===== src/rtl/stream_max_pool_if.sv =====
// rtl/stream_max_pool_if.sv - valid/ready bundle for the streaming pooler
//
// Carries both sides of the pooler's data path:
//   in_valid  / in_ready  / in_data              input pixel beat (raster order)
//   out_valid / out_ready / out_data / out_last  pooled pixel beat
// Channel c of a pixel sits at [c*DW +: DW] on both data buses.
// Modports: slave = the pooler itself, master = the upstream/downstream environment.

interface stream_max_pool_if #(
    parameter int CH = 4,
    parameter int DW = 8
);
    logic                 in_valid;
    logic                 in_ready;
    logic [CH*DW-1:0]     in_data;
    logic                 out_valid;
    logic                 out_ready;
    logic [CH*DW-1:0]     out_data;
    logic                 out_last;

    modport slave (
        input  in_valid, in_data, out_ready,
        output in_ready, out_valid, out_data, out_last
    );

    modport master (
        output in_valid, in_data, out_ready,
        input  in_ready, out_valid, out_data, out_last
    );
endinterface


===== src/rtl/stream_max_pool.sv =====
// rtl/stream_max_pool.sv - streaming KxK stride-K max pooling over raster-order pixels
//
// Purpose: pools an IN_W x IN_H frame of CH-channel pixels into OUT_W x OUT_H pooled
// pixels (OUT_W = IN_W/POOL_K, OUT_H = IN_H/POOL_K). Only one output row of partial
// window results is kept (line buffer), plus one running row accumulator.
// Ports:
//   clk        rising-edge clock
//   rst_n      asynchronous active-low reset
//   soft_rst   synchronous clear, same effect as rst_n
//   bus        stream_max_pool_if.slave: in_valid/in_ready/in_data, out_valid/out_ready/out_data/out_last
//   frame_err  sticky: a completed window would have overwritten an unconsumed output
//   pool_mode  (MAXPOOL_AVG_EN only) 0 = max, 1 = average; sampled with pixel (0,0)
// Optional feature: define MAXPOOL_AVG_EN to add average pooling (widened accumulators).

module stream_max_pool #(
    parameter int CH     = 4,
    parameter int DW     = 8,
    parameter int IN_W   = 28,
    parameter int IN_H   = 28,
    parameter int POOL_K = 2,
    parameter int SIGNED = 0
) (
    input  logic                clk,
    input  logic                rst_n,
    input  logic                soft_rst,
`ifdef MAXPOOL_AVG_EN
    input  logic                pool_mode,
`endif
    stream_max_pool_if.slave    bus,
    output logic                frame_err
);
    localparam int OUT_W = IN_W / POOL_K;
    localparam int OUT_H = IN_H / POOL_K;
    localparam int XW    = (IN_W > 1) ? $clog2(IN_W) : 1;
    localparam int YW    = (IN_H > 1) ? $clog2(IN_H) : 1;
    localparam int KW    = $clog2(POOL_K);
    localparam int CW    = $clog2(OUT_W + 1);
    localparam int RW    = $clog2(OUT_H + 1);
    localparam int AW    = (OUT_W > 1) ? $clog2(OUT_W) : 1;

`ifdef MAXPOOL_AVG_EN
    // Room for the sum of K*K values plus sign handling.
    localparam int EW = DW + 2 * $clog2(POOL_K);
    localparam int SH = 2 * $clog2(POOL_K);
    localparam logic [EW-1:0] SMAX = EW'((1 << (DW - 1)) - 1);
    localparam logic [EW-1:0] SMIN = ~SMAX;
    localparam logic [EW-1:0] UMAX = EW'((1 << DW) - 1);
`else
    localparam int EW = DW;
`endif

    // Position counters: x/y are raw pixel coordinates; kx/ky are the offset inside
    // the window and col/row the window index (col = OUT_W / row = OUT_H while cropping).
    logic [XW-1:0]       x_q;
    logic [YW-1:0]       y_q;
    logic [KW-1:0]       kx_q;
    logic [KW-1:0]       ky_q;
    logic [CW-1:0]       col_q;
    logic [RW-1:0]       row_q;

    logic [CH*EW-1:0]    hacc_q;
    logic [CH*EW-1:0]    lbuf [OUT_W];

    logic [CH*DW-1:0]    out_data_q;
    logic                out_valid_q;
    logic                out_last_q;
    logic                frame_err_q;

    logic                in_ready;
    logic                accept;
    logic                in_range;
    logic                col_end;
    logic                row_first;
    logic                row_last;
    logic                lb_we;
    logic                load;
    logic [AW-1:0]       col_idx;
    logic [CH*EW-1:0]    lb_rd;
    logic [CH*EW-1:0]    rmax;
    logic [CH*EW-1:0]    hacc_next;
    logic [CH*EW-1:0]    lb_next;
    logic [CH*DW-1:0]    res;

`ifdef MAXPOOL_AVG_EN
    logic                mode_q;
    logic                frame_start;
    logic                avg_mode;

    assign frame_start = (x_q == '0) && (y_q == '0);
    // The first pixel of a frame sees pool_mode directly; the rest of the frame uses the held copy.
    assign avg_mode    = frame_start ? pool_mode : mode_q;
`endif

    function automatic logic [EW-1:0] vmax(input logic [EW-1:0] a, input logic [EW-1:0] b);
        if (SIGNED != 0) begin
            return ($signed(a) > $signed(b)) ? a : b;
        end
        return (a > b) ? a : b;
    endfunction

    function automatic logic [EW-1:0] widen(input logic [DW-1:0] v);
`ifdef MAXPOOL_AVG_EN
        return {{(EW - DW){(SIGNED != 0) ? v[DW-1] : 1'b0}}, v};
`else
        return v;
`endif
    endfunction

    // Window reduction: max, or running sum in average mode.
    function automatic logic [EW-1:0] comb2(input logic [EW-1:0] a, input logic [EW-1:0] b);
`ifdef MAXPOOL_AVG_EN
        if (avg_mode) begin
            return a + b;
        end
`endif
        return vmax(a, b);
    endfunction

    // Reduce a finished window accumulator to an output value.
    function automatic logic [DW-1:0] narrow(input logic [EW-1:0] s);
`ifdef MAXPOOL_AVG_EN
        logic [EW-1:0] q;
        if (!avg_mode) begin
            return s[DW-1:0];
        end
        if (POOL_K == 3) begin
            if (SIGNED != 0) begin
                // Signed '/' truncates toward zero; bias negatives so the result floors.
                if ($signed(s) < 0) begin
                    q = ($signed(s) - $signed(EW'(8))) / $signed(EW'(9));
                end else begin
                    q = $signed(s) / $signed(EW'(9));
                end
            end else begin
                q = s / EW'(9);
            end
        end else if (SIGNED != 0) begin
            q = $signed(s) >>> SH;
        end else begin
            q = s >> SH;
        end
        if (SIGNED != 0) begin
            if ($signed(q) > $signed(SMAX)) begin
                q = SMAX;
            end else if ($signed(q) < $signed(SMIN)) begin
                q = SMIN;
            end
        end else if (q > UMAX) begin
            q = UMAX;
        end
        return q[DW-1:0];
`else
        return s;
`endif
    endfunction

    // Single output register: accept whenever it is empty or draining this cycle.
    assign in_ready      = !out_valid_q || bus.out_ready;
    assign bus.in_ready  = in_ready;
    assign accept        = bus.in_valid && in_ready;
    assign in_range      = (col_q < CW'(OUT_W)) && (row_q < RW'(OUT_H));
    assign col_end       = (kx_q == KW'(POOL_K - 1));
    assign row_first     = (ky_q == '0);
    assign row_last      = (ky_q == KW'(POOL_K - 1));
    assign col_idx       = col_q[AW-1:0];
    assign lb_rd         = lbuf[col_idx];
    assign lb_we         = accept && in_range && col_end;
    assign load          = lb_we && row_last;

    assign bus.out_valid = out_valid_q;
    assign bus.out_data  = out_data_q;
    assign bus.out_last  = out_last_q;
    assign frame_err     = frame_err_q;

    always_comb begin
        rmax      = '0;
        hacc_next = '0;
        lb_next   = '0;
        res       = '0;
        for (int c = 0; c < CH; c++) begin
            rmax[c*EW +: EW]      = comb2(hacc_q[c*EW +: EW], widen(bus.in_data[c*DW +: DW]));
            hacc_next[c*EW +: EW] = (kx_q == '0) ? widen(bus.in_data[c*DW +: DW]) : rmax[c*EW +: EW];
            // Row 0 of a window overwrites whatever the entry held from the previous window row.
            lb_next[c*EW +: EW]   = row_first ? rmax[c*EW +: EW]
                                              : comb2(lb_rd[c*EW +: EW], rmax[c*EW +: EW]);
            res[c*DW +: DW]       = narrow(lb_next[c*EW +: EW]);
        end
    end

    always_ff @(posedge clk) begin
        if (lb_we) begin
            lbuf[col_idx] <= lb_next;
        end
    end

    always_ff @(posedge clk or negedge rst_n) begin
        if (!rst_n) begin
            x_q         <= '0;
            y_q         <= '0;
            kx_q        <= '0;
            ky_q        <= '0;
            col_q       <= '0;
            row_q       <= '0;
            hacc_q      <= '0;
            out_data_q  <= '0;
            out_valid_q <= 1'b0;
            out_last_q  <= 1'b0;
            frame_err_q <= 1'b0;
        end else if (soft_rst) begin
            x_q         <= '0;
            y_q         <= '0;
            kx_q        <= '0;
            ky_q        <= '0;
            col_q       <= '0;
            row_q       <= '0;
            hacc_q      <= '0;
            out_data_q  <= '0;
            out_valid_q <= 1'b0;
            out_last_q  <= 1'b0;
            frame_err_q <= 1'b0;
        end else begin
            if (accept) begin
                if (in_range) begin
                    hacc_q <= hacc_next;
                end
                if (x_q == XW'(IN_W - 1)) begin
                    x_q   <= '0;
                    kx_q  <= '0;
                    col_q <= '0;
                    if (y_q == YW'(IN_H - 1)) begin
                        y_q   <= '0;
                        ky_q  <= '0;
                        row_q <= '0;
                    end else begin
                        y_q <= y_q + 1'b1;
                        if (row_last) begin
                            ky_q  <= '0;
                            row_q <= row_q + 1'b1;
                        end else begin
                            ky_q <= ky_q + 1'b1;
                        end
                    end
                end else begin
                    x_q <= x_q + 1'b1;
                    if (col_end) begin
                        kx_q  <= '0;
                        col_q <= col_q + 1'b1;
                    end else begin
                        kx_q <= kx_q + 1'b1;
                    end
                end
            end

            if (load) begin
                out_valid_q <= 1'b1;
                out_data_q  <= res;
                out_last_q  <= (col_q == CW'(OUT_W - 1)) && (row_q == RW'(OUT_H - 1));
                // Unreachable while in_ready gates acceptance; flags a broken handshake.
                if (out_valid_q && !bus.out_ready) begin
                    frame_err_q <= 1'b1;
                end
            end else if (out_valid_q && bus.out_ready) begin
                out_valid_q <= 1'b0;
                out_last_q  <= 1'b0;
            end
        end
    end

`ifdef MAXPOOL_AVG_EN
    always_ff @(posedge clk or negedge rst_n) begin
        if (!rst_n) begin
            mode_q <= 1'b0;
        end else if (soft_rst) begin
            mode_q <= 1'b0;
        end else if (accept && frame_start) begin
            mode_q <= pool_mode;
        end
    end
`endif
endmodule


===== src/flat_wrapper.sv =====
// flat-port wrapper written by rule: the top's interface ports become plain ports
module stream_max_pool_flat 
#(
    parameter int CH     = 4,
    parameter int DW     = 8,
    parameter int IN_W   = 28,
    parameter int IN_H   = 28,
    parameter int POOL_K = 2,
    parameter int SIGNED = 0
)
  (clk, rst_n, soft_rst, frame_err, bus_in_valid, bus_in_data, bus_out_ready, bus_in_ready, bus_out_valid, bus_out_data, bus_out_last);
  stream_max_pool_if #(.CH(CH), .DW(DW)) bus_i ();
  input  logic clk;
  input  logic rst_n;
  input  logic soft_rst;
  output logic frame_err;
  input wire logic [$bits(bus_i.in_valid)-1:0] bus_in_valid;
  input wire logic [$bits(bus_i.in_data)-1:0] bus_in_data;
  input wire logic [$bits(bus_i.out_ready)-1:0] bus_out_ready;
  output wire logic [$bits(bus_i.in_ready)-1:0] bus_in_ready;
  output wire logic [$bits(bus_i.out_valid)-1:0] bus_out_valid;
  output wire logic [$bits(bus_i.out_data)-1:0] bus_out_data;
  output wire logic [$bits(bus_i.out_last)-1:0] bus_out_last;
  assign bus_i.in_valid = bus_in_valid;
  assign bus_i.in_data = bus_in_data;
  assign bus_i.out_ready = bus_out_ready;
  assign bus_in_ready = bus_i.in_ready;
  assign bus_out_valid = bus_i.out_valid;
  assign bus_out_data = bus_i.out_data;
  assign bus_out_last = bus_i.out_last;
  stream_max_pool #(.CH(CH), .DW(DW), .IN_W(IN_W), .IN_H(IN_H), .POOL_K(POOL_K), .SIGNED(SIGNED)) u_core (.clk(clk), .rst_n(rst_n), .soft_rst(soft_rst), .bus(bus_i), .frame_err(frame_err));
endmodule

===== config.mk =====
export PLATFORM = sky130hd
export DESIGN_NAME = stream_max_pool_flat
export DESIGN_NICKNAME = d
export VERILOG_FILES = /design/src/rtl/stream_max_pool_if.sv /design/src/rtl/stream_max_pool.sv /design/src/flat_wrapper.sv
export SDC_FILE = /design/constraint.sdc
export NUM_CORES = 1
export LEC_CHECK = 0
export CAP_MARGIN = 25
export CORE_UTILIZATION = 33
export CTS_CLUSTER_SIZE = 14
export DETAILED_ROUTE_END_ITERATION = 8
export PLACE_DENSITY = 0.51
export RECOVER_POWER = 100
export SETUP_SLACK_MARGIN = 0.3
export SYNTH_ARGS = -nofsm -noshare
export SYNTH_HDL_FRONTEND = slang
export SYNTH_SLANG_ARGS = --single-unit

===== constraint.sdc =====
create_clock -name clk -period 11.9 [get_ports clk]
set_clock_uncertainty 0.15 [all_clocks]
set_input_delay 2.38 -clock clk [delete_from_list [all_inputs] [get_ports clk]]
set_output_delay 2.38 -clock clk [all_outputs]
set_load 0.01 [all_outputs]

# Yosys cells after proc, flatten, opt, wreduce, memory -nomap -nowiden
# Memory sizes are Yosys's and may differ from the RTL's.
# Cells that the tools add are included.
dict set report word_totals {
  output_inout_bits 36
  elab_cells 112
  ram_bits 448
  ff_bits 87
  memories 1
  in_bits 37
}
# memory words word_bits rd rd_clocked_by_memory_dff wr line
set memory_table {}
lappend memory_table {u_core.lbuf 14 32 1 0 1 stream_max_pool.sv:62} ;# logic [CH*EW-1:0] lbuf [OUT_W];
dict set report classes {
  magnitude_cmp 10
  eq_ne 4
  reduce_logical 24
  muxes 56
  n_addsub 6
}
# cell count
set ops {}
lappend ops {{32-bit two-way mux} 5}
lappend ops {{8-bit two-way mux} 16}
lappend ops {{8-bit > comparator} 8}
lappend ops {{4-bit two-way mux} 9}
lappend ops {{5-bit two-way mux} 7}
lappend ops {{1-bit two-way mux} 19}
lappend ops {{5-bit by 1-bit adder with 5-bit output, second input constant} 2}
lappend ops {{5-bit equality test, second input constant} 2}
lappend ops {{2-bit nonzero test} 5}
lappend ops {{3-bit nonzero test} 3}
lappend ops {{4-bit by 1-bit adder with 4-bit output, second input constant} 2}
lappend ops {{4-bit equality test, second input constant} 2}
lappend ops {{1-bit logical AND} 8}
lappend ops {{4-bit < comparator, second input constant} 2}
lappend ops {{2-bit AND reduction} 4}
lappend ops {{3-bit AND reduction} 1}
lappend ops {{1-bit adder, second input constant} 2}
lappend ops {{1-bit zero test} 2}
lappend ops {{1-bit logical OR} 1}

# Longest topological paths before layout
# Gate-level depths: netlist (run 1).
dict set report depth {
  depth_word 8
  mapped_depth 21
  depth_no_buf 16
}

# Least setup slack after synthesis (run 1)
# No wires, ideal clock.
dict set report synth_timing {
  path_type {input-to-reg}
  start {in bus_in_data[17]}
  end {reg u_core.out_data_q[16] (netlist: u_core.bus.out_data[16])}
  required_time_ns 11.682
  n_path_buf 0
  t_arrival_ns 6.463
  slack_ns 5.219
  stages 15
  setup_time_ns 0.068
  path_cell_list {inv_1 > ha_1 > nor2b_1 > o211ai_1 > a211oi_1 > nor2_1 > mux2i_1 > ha_1 > and4_1 > nand2_1 > or4b_4 > o2bb2ai_2 > a311oi_4 > mux2i_1 > a22o_1}
}
dict set report synth_between {
  elab_chain_cells 7
}
# item line
set synth_rtl {}
lappend synth_rtl {{from (decl)} flat_wrapper.sv:18} ;# input wire logic [$bits(bus_i.in_data)-1:0] bus_in_data;
lappend synth_rtl {{8-bit > comparator} stream_max_pool.sv:98} ;# return (a > b) ? a : b;
lappend synth_rtl {{8-bit two-way mux *} stream_max_pool.sv:98}
lappend synth_rtl {{8-bit > comparator} stream_max_pool.sv:98}
lappend synth_rtl {{8-bit two-way mux} stream_max_pool.sv:98}
lappend synth_rtl {{8-bit two-way mux *} stream_max_pool.sv:184} ;# lb_next[c*EW +: EW] = row_first ? rmax[c*EW +: EW]
lappend synth_rtl {{net u_core.lb_next[16]} stream_max_pool.sv:81} ;# logic [CH*EW-1:0] lb_next;
lappend synth_rtl {{32-bit two-way mux *} stream_max_pool.sv:254} ;# if (load) begin
lappend synth_rtl {{32-bit two-way mux *} stream_max_pool.sv:209} ;# end else if (soft_rst) begin
lappend synth_rtl {{to (signal assigned)} stream_max_pool.sv:256} ;# out_data_q <= res;
lappend synth_rtl {{to (decl)} stream_max_pool.sv:64} ;# logic [CH*DW-1:0] out_data_q;
# The timed path passes the listed nets; every way through them passes the cells marked *. The select of a mux whose other input is x is not followed.
# A chain may end at the register's enable or synchronous reset.

# Final worst setup path (run 1)
dict set report layout_timing {
  start {in bus_in_data[31]}
  end {mem u_core.lbuf[1][28] in the netlist's numbering, data pin}
}
dict set report layout_between {
  elab_chain_cells 5
}
# item line
set layout_rtl {}
lappend layout_rtl {{8-bit > comparator} stream_max_pool.sv:98}
lappend layout_rtl {{8-bit two-way mux *} stream_max_pool.sv:98}
lappend layout_rtl {{8-bit > comparator} stream_max_pool.sv:98}
lappend layout_rtl {{8-bit two-way mux} stream_max_pool.sv:98}
lappend layout_rtl {{8-bit two-way mux *} stream_max_pool.sv:184}
lappend layout_rtl {{net u_core.lb_next[28]} stream_max_pool.sv:81}
lappend layout_rtl {{to (decl)} stream_max_pool.sv:62}
# The timed path passes the listed nets; every way through them passes the cells marked *.

==> flow_metrics.tcl, run 1 <==
set metrics [dict create \
    numClockSinks 535 \
    synth_top_area_share_pct 57.7 \
    worstMarginPinSlew_ns 3.65 \
    setup_tns_ns 0 \
    gp_congestion 0.836 \
    synth-edff-count 448 \
    drc 0 \
    slew_headroom_pct -143 \
    peakVddDrop_v 0.000104 \
    via_per_inst 5.08 \
    cp-startpoint "bus_in_data[31]" \
    synth.top_cells.by_count "edfxtp_1 (448), nor2_1 (128), mux2i_1 (119)" \
    start_kind "primary input" \
    r2r-start "u_core.col_idx[0]" \
    vias 13100 \
    placementRows 97 \
    synth-seq-area-share_pct 67.0 \
    first_global_vias 13500 \
    outcome "complete, but fails checks" \
    numCtsBuffers 56 \
    synth_top_family_by_area "multiplexers" \
    io_buffers 72 \
    synth_xor_area_share_pct 0.150 \
    antenna_left 0 \
    synth_compound_area_share_pct 7.50 \
    holdBufCountCts 0 \
    nNetsFinal 1689 \
    avgSynthCellArea_um2 15.7 \
    grt_pass1_wl_um 88300 \
    final.setup.worst_slack_ns 3.45 \
    core-area_um2 70000 \
    end_kind "flip-flop" \
    cts_tree "built" \
    cpPeakStageDelay_ns 1.46 \
    cts_buffer_depth 3 \
    initial_core_util_pct 33.3 \
    cp_max_fo 15 \
    post_cts_buffers 0 \
    htree_levels 2 \
    setup_viol 0 \
    final_max_slew_viol_count 624 \
    first_pass_iters 5 \
    die_x_um 268 \
    wl_per_cell_um 22.9 \
    reg2reg_slack_ns 4.83 \
    cp_data_required_time_ns 12.02 \
    clock_latency_ns 0.61 \
    violations "max-capacitance violations, max-slew violations" \
    syn_inst 1484 \
    power_uw 4350 \
    drive_gt1_share_pct 12.8 \
    synth.most_common_cell "edfxtp_1" \
    cp_slowest_cell "a311oi_1" \
    ios 73 \
    synth_cell_type_count 68 \
    cp_cell_sequence "dlygate4sd3_1 > inv_1 > ha_1 > nand4_1 > nor2_1 > nor2b_1 > nor2_1 > mux2i_1 > ha_1 > and4_1 > nand2_1 > or4b_1 > o2bb2ai_1 > a311oi_1 > mux2i_1" \
    synth_flop_cell "edfxtp_1" \
    path_clk_slew_ns 0.06 \
    hold_class "reg -> reg" \
    worstHoldStart "u_core.bus.out_data[15]" \
    p_leak_uw 0.00932 \
    place_hpwl_um 34900 \
    fmax_ghz 0.118 \
    power.density_nw_per_um2 161 \
    syn2layout_area_growth_pct 15.6 \
    die_y_um 268 \
    antenna_found_initial 1 \
    synth.area.top_cells "edfxtp_1 (58%), dfrtp_1 (9.3%), mux4_2 (8.3%)" \
    grt_setup_unrepaired "false" \
    grt_usage_pct 16.7 \
    yosysTopAreaCell "edfxtp_1" \
    syn_nets 1585 \
    yosysWarnings 0 \
    cts_root_buf "clkbuf_16" \
    async_flop_share_pct 16.3 \
    crit_type "in -> reg" \
    maxCapViolations 26 \
    finalWirelength_um 59000 \
    grt_max_degree 67 \
    ys_ff_latch 535 \
    cp_top_family "simple AND/OR/NAND/NOR gates" \
    arrival_ns 8.56 \
    cts_resized 0 \
    drtIter0Drc 876 \
    synthAdderAreaFrac_pct 3.52 \
    synthMuxAreaShare_pct 13.8 \
    synth_area_um2 23300 \
    post-route-period-util_pct 71.0 \
    hold_viol 0 \
    grt.overflow.total 0 \
    n_fill_cell 6553 \
    crit_buf_inv 2 \
    fin_crit_ns 8.45 \
    pre_cts_ws_ns 3.67 \
    dieArea_um2 71700 \
    synthSimpleGateAreaFrac_pct 5.63 \
    diodes 0 \
]
-- area by class of cell --
| class | instances | area [um2] | share of cell area [%] |
|---|---|---|---|
| Multi-Input combinational cell | 812 | 7090 | 26.3 |
| Clock buffer | 75 | 1550 | 5.76 |
| Timing Repair Buffer | 112 | 902 | 3.34 |
| Sequential cell | 535 | 15600 | 58.0 |
| Inverter | 71 | 267 | 0.988 |
| Tap cell | 940 | 1180 | 4.36 |
| Clock inverter | 29 | 345 | 1.28 |
-- report_power, final --
group | internal (uW) | total [uW] | switching [uW]
sequential | 2120 | 2150 | 24.8
combinational | 144 | 407 | 263
clock | 1050 | 1790 | 740
total | 3320 | 4350 | 1030
-- stage by stage --
step | instances | instance area (um2) | util (%) | hold slack [ns]
floorplan | 1484 | 23300 | - | 0.318
global placement | 2456 | 25300 | 36.1 | 0.334
detailed placement | 2459 | 25300 | 36.1 | 0.337
CTS | 2563 | 27200 | 38.8 | 0.355
global route | 2574 | 27000 | 38.5 | 0.369
finish | 2574 | 27000 | 38.5 | 0.347
-- registers in the layout (all words and copies together), names as in the netlist --
signal and cells:
u_core.hacc_q 32, u_core.bus.out_last 1, u_core.ky_q 1, u_core.col_end 1, u_core.x_q 5, u_core.frame_err 1, u_core.row_q 4, u_core.lbuf 448
u_core.bus.out_data 32, u_core.col_idx 4, u_core.y_q 5, u_core.bus.out_valid 1
-- cell families after synthesis --
| family | Yosys count |
|---|---|
| adder cells (fa/ha/maj) | 66 |
| multiplexers | 212 |
| AO/OA/AOI/OAI | 254 |
| buffers and inverters | 137 |
| XOR/XNOR | 4 |
| AND/OR/NAND/NOR | 276 |
| flip-flops | 535 |
-- metal layers --
metal  global-route usage, %  vias to the layer above  routed length, um
met5                       0                        -                  0
li1                        -                     5988                  -
met2                    28.2                      272              29000
met4                    3.64                        0                974
met1                    22.8                     6749              26700
met3                    2.42                       68               2400
-- layout by cell type, fill, tap and decap left out, drive strengths merged, types with 5 or more instances in the layout --
cell,instances
a32o,17
inv,71
o21bai,5
dfrtp,87
mux2,7
edfxtp,448
bufinv,6
o21a,10
a22o,17
o211ai,14
a21o,6
nand2,44
clkdlybuf4s50,29
a211oi,6
mux4,86
nor2b,12
nor2,128
o22ai,9
ha,64
and2,21
clkbuf,108
a21oi,84
buf,9
nand4,11
mux2i,119
o21ai,49
nor3,12
o32ai,5
clkinv,21
dlygate4sd3,41
nand3,19
-- worst register-to-register path: stages (launching register included) --
cell       delay [ns]
dfrtp_4          0.96
buf_4            0.77
mux4_2           0.63
mux2i_1          0.20
o21a_1           0.20
inv_1            0.06
ha_1             0.28
and4_1           0.20
nand2_1          0.07
or4b_1           0.60
o2bb2ai_1        0.16
a311oi_1         1.46
mux2i_1          0.99
-- final timing paths --
kind                                            to  cells past startpoint
setup / recovery                u_core.lbuf[1][28]                     15
hold / removal             u_core.bus.out_data[15]                      1
setup reg to reg                u_core.lbuf[1][28]                     12
hold reg to reg            u_core.bus.out_data[15]                      1
max in group asynchronous        u_core.col_idx[3]                      2
min in group asynchronous  u_core.bus.out_data[29]                      1
(Power assumes the default switching activity.)
==> inputs of run 2 (changes only) <==
==> constraint.sdc (replaced) <==
create_clock -name clk -period 8.55 [get_ports clk]
set_clock_uncertainty 0.15 [all_clocks]
set_input_delay 1.71 -clock clk [delete_from_list [all_inputs] [get_ports clk]]
set_output_delay 1.71 -clock clk [all_outputs]
set_load 0.01 [all_outputs]
==> run 2 against run 1 <==
Effect of this change: the run still ends with max-capacitance violations, max-slew violations left; largest power group unchanged; cell area is 0.28% lower; global-route usage is 0.23 points lower; first-iteration DRC count rose by 10%; non-clock buffer count up 5; critical path depth up 2; setup slack worse by 2.3 ns; register-to-register slack lost 2.7 ns; hold slack worse by 0.0071 ns; flip-flop and latch count stayed put; sequential power grew 39%.
==> flow_metrics.tcl, run 2 (synthesis results as in run 1) <==
set metrics [dict create \
    drtIter0Drc 965 \
    final.setup.worst_slack_ns 1.12 \
    numClockSinks 535 \
    place_hpwl_um 35100 \
    r2r-start "u_core.col_idx[0]" \
    hold_class "reg -> reg" \
    cp_cell_sequence "dlygate4sd3_1 > inv_1 > ha_1 > nand4_1 > nor2_1 > a211oi_1 > nor2_1 > mux2i_1 > ha_1 > and4_1 > nand2_1 > or4b_1 > o2bb2ai_1 > a311oi_1 > mux2i_1 > clkbuf_1 > a22o_1" \
    hold_viol 0 \
    r2r-end "u_core.bus.out_data[18]" \
    via_per_inst 5.16 \
    syn2layout_area_growth_pct 15.3 \
    grt.overflow.total 0 \
    cts_resized 0 \
    diodes 0 \
    core-area_um2 70000 \
    worstMarginPinSlew_ns 3.22 \
    cpPeakStageDelay_ns 1.25 \
    p_sw_share_pct 23.7 \
    cts_root_buf "clkbuf_16" \
    pre_cts_ws_ns 1.05 \
    die_y_um 268 \
    grt_max_degree 55 \
    cts_tree "built" \
    power.density_nw_per_um2 220 \
    post-route-period-util_pct 86.9 \
    final_max_slew_viol_count 606 \
    ios 73 \
    crit_type "in -> reg" \
    start_kind "primary input" \
    outcome "complete, but fails checks" \
    r2r_cells 14 \
    pwr-share-clk_pct 39.8 \
    post_cts_buffers 0 \
    numCtsBuffers 54 \
    fin_crit_ns 7.43 \
    cp_slowest_cell "a311oi_1" \
    nNetsFinal 1692 \
    gp_congestion 0.777 \
    grt_usage_pct 16.5 \
    peakVddDrop_v 0.000135 \
    fmax_ghz 0.135 \
    path_clk_slew_ns 0.06 \
    netSwitchingPower_uw 1400 \
    largest_register_ff_count 448 \
    arrival_ns 7.81 \
    final_cell_mix "edfxtp_1 (448), nor2_1 (128), mux2i_1 (119)" \
    htree_levels 2 \
    placementRows 97 \
    io_buffers 72 \
    first_pass_iters 5 \
    worstHoldStart "u_core.bus.out_data[9]" \
    pwr-share-seq_pct 50.4 \
    clock_latency_ns 0.62 \
    grt_pass1_wl_um 87400 \
    intPower_uw 4520 \
    antenna_left 0 \
    setup_tns_ns 0 \
    end_kind "flip-flop" \
    initial_core_util_pct 33.3 \
    cp_max_fo 15 \
    finalWirelength_um 58300 \
    hold_depth 1 \
    reg2reg_slack_ns 2.14 \
    n_fill_cell 6538 \
    cts_buffer_depth 3 \
    setup_viol 0 \
    slew_headroom_pct -115 \
    hold_end "u_core.bus.out_data[9]" \
    holdBufCountCts 0 \
    die_x_um 268 \
    p_leak_uw 0.00929 \
    drive_gt1_share_pct 13.0 \
    maxCapViolations 31 \
    violations "max-capacitance violations, max-slew violations" \
    cp_data_required_time_ns 8.93 \
    dieArea_um2 71700 \
    fin_util_pct 38.4 \
    combPwrFrac_pct 9.8 \
    antenna_found_initial 1 \
    final_common_cell "edfxtp_1" \
    first_global_vias 13500 \
    wl_per_cell_um 22.6 \
    drc 0 \
    grt_setup_unrepaired "false" \
    vias 13300 \
    top_register "u_core.lbuf" \
]
-- run 2: changes by cell type in the layout (fill, tap and decap cells not counted), sizes merged --
cell | before | now
buf | 9 | 14
bufinv | 6 | 3
clkbuf | 108 | 105
clkinv | 21 | 22
clkinvlp | 2 | 4
inv | 71 | 72
-- run 2: critical path: cells and delay by family --
family                     cells  cell delay, ns
AOI/OAI and AO/OA              4            1.80
buffers and inverters          3            1.18
adders and majority gates      2            0.65
and+or+nand+nor                6            1.87
muxes                          2            0.60
-- run 2: layout make-up --
| cell class | instances | area (um2) | share of cell area (%) |
|---|---|---|---|
| clock inverter | 30 | 245 | 0.912 |
| timing repair buffer | 117 | 927 | 3.45 |
| clock buffer | 72 | 1540 | 5.73 |
| multi-input combinational | 812 | 7100 | 26.4 |
| inverter | 71 | 267 | 0.991 |
| tap | 940 | 1180 | 4.37 |
| sequential | 535 | 15600 | 58.2 |
-- run 2: worst max path at each step --
| stage | from | to | cells past startpoint |
|---|---|---|---|
| floorplan | bus_in_data[17] | u_core.bus.out_data[16] | 15 |
| global placement | bus_in_data[31] | u_core.lbuf[8][29] | 15 |
| detailed placement | bus_in_data[31] | u_core.lbuf[7][29] | 15 |
| CTS | bus_in_data[31] | u_core.lbuf[5][29] | 15 |
| global route | bus_in_data[21] | u_core.bus.out_data[18] | 17 |
| finish | bus_in_data[21] | u_core.bus.out_data[18] | 17 |
-- run 2: stage by stage --
stage / cells / power, uW / instance area, um2 / hold WS (ns)
2_1_floorplan: 1484 / 3420 / 23300 / 0.318
3_3_place_gp: 2466 / 3620 / 25300 / 0.332
5_1_grt: 2577 / 6150 / 26900 / 0.359
6_report: 2577 / 5920 / 26900 / 0.340
4_1_cts: 2570 / 6010 / 27200 / 0.353
3_5_place_dp: 2468 / 3640 / 25400 / 0.333
-- run 2: metal layers --
metal  track usage (%)  part of all wire [%]  vias to the layer above
met3              2.17                   3.8                       64
met4              3.78                   1.6                        0
li1                  -                     -                     6013
met2              26.4                    47                      271
met1              23.7                    47                     6957
met5                 0                     0                        -
-- run 2: power by group through the flow --
stage	combinational (uW)	sequential [uW]	clock [uW]
after floorplan	399	3020	0
after global placement	584	3040	0
after detailed placement	598	3040	0
after CTS	599	2990	2420
after global routing	644	2990	2510
final	579	2990	2360
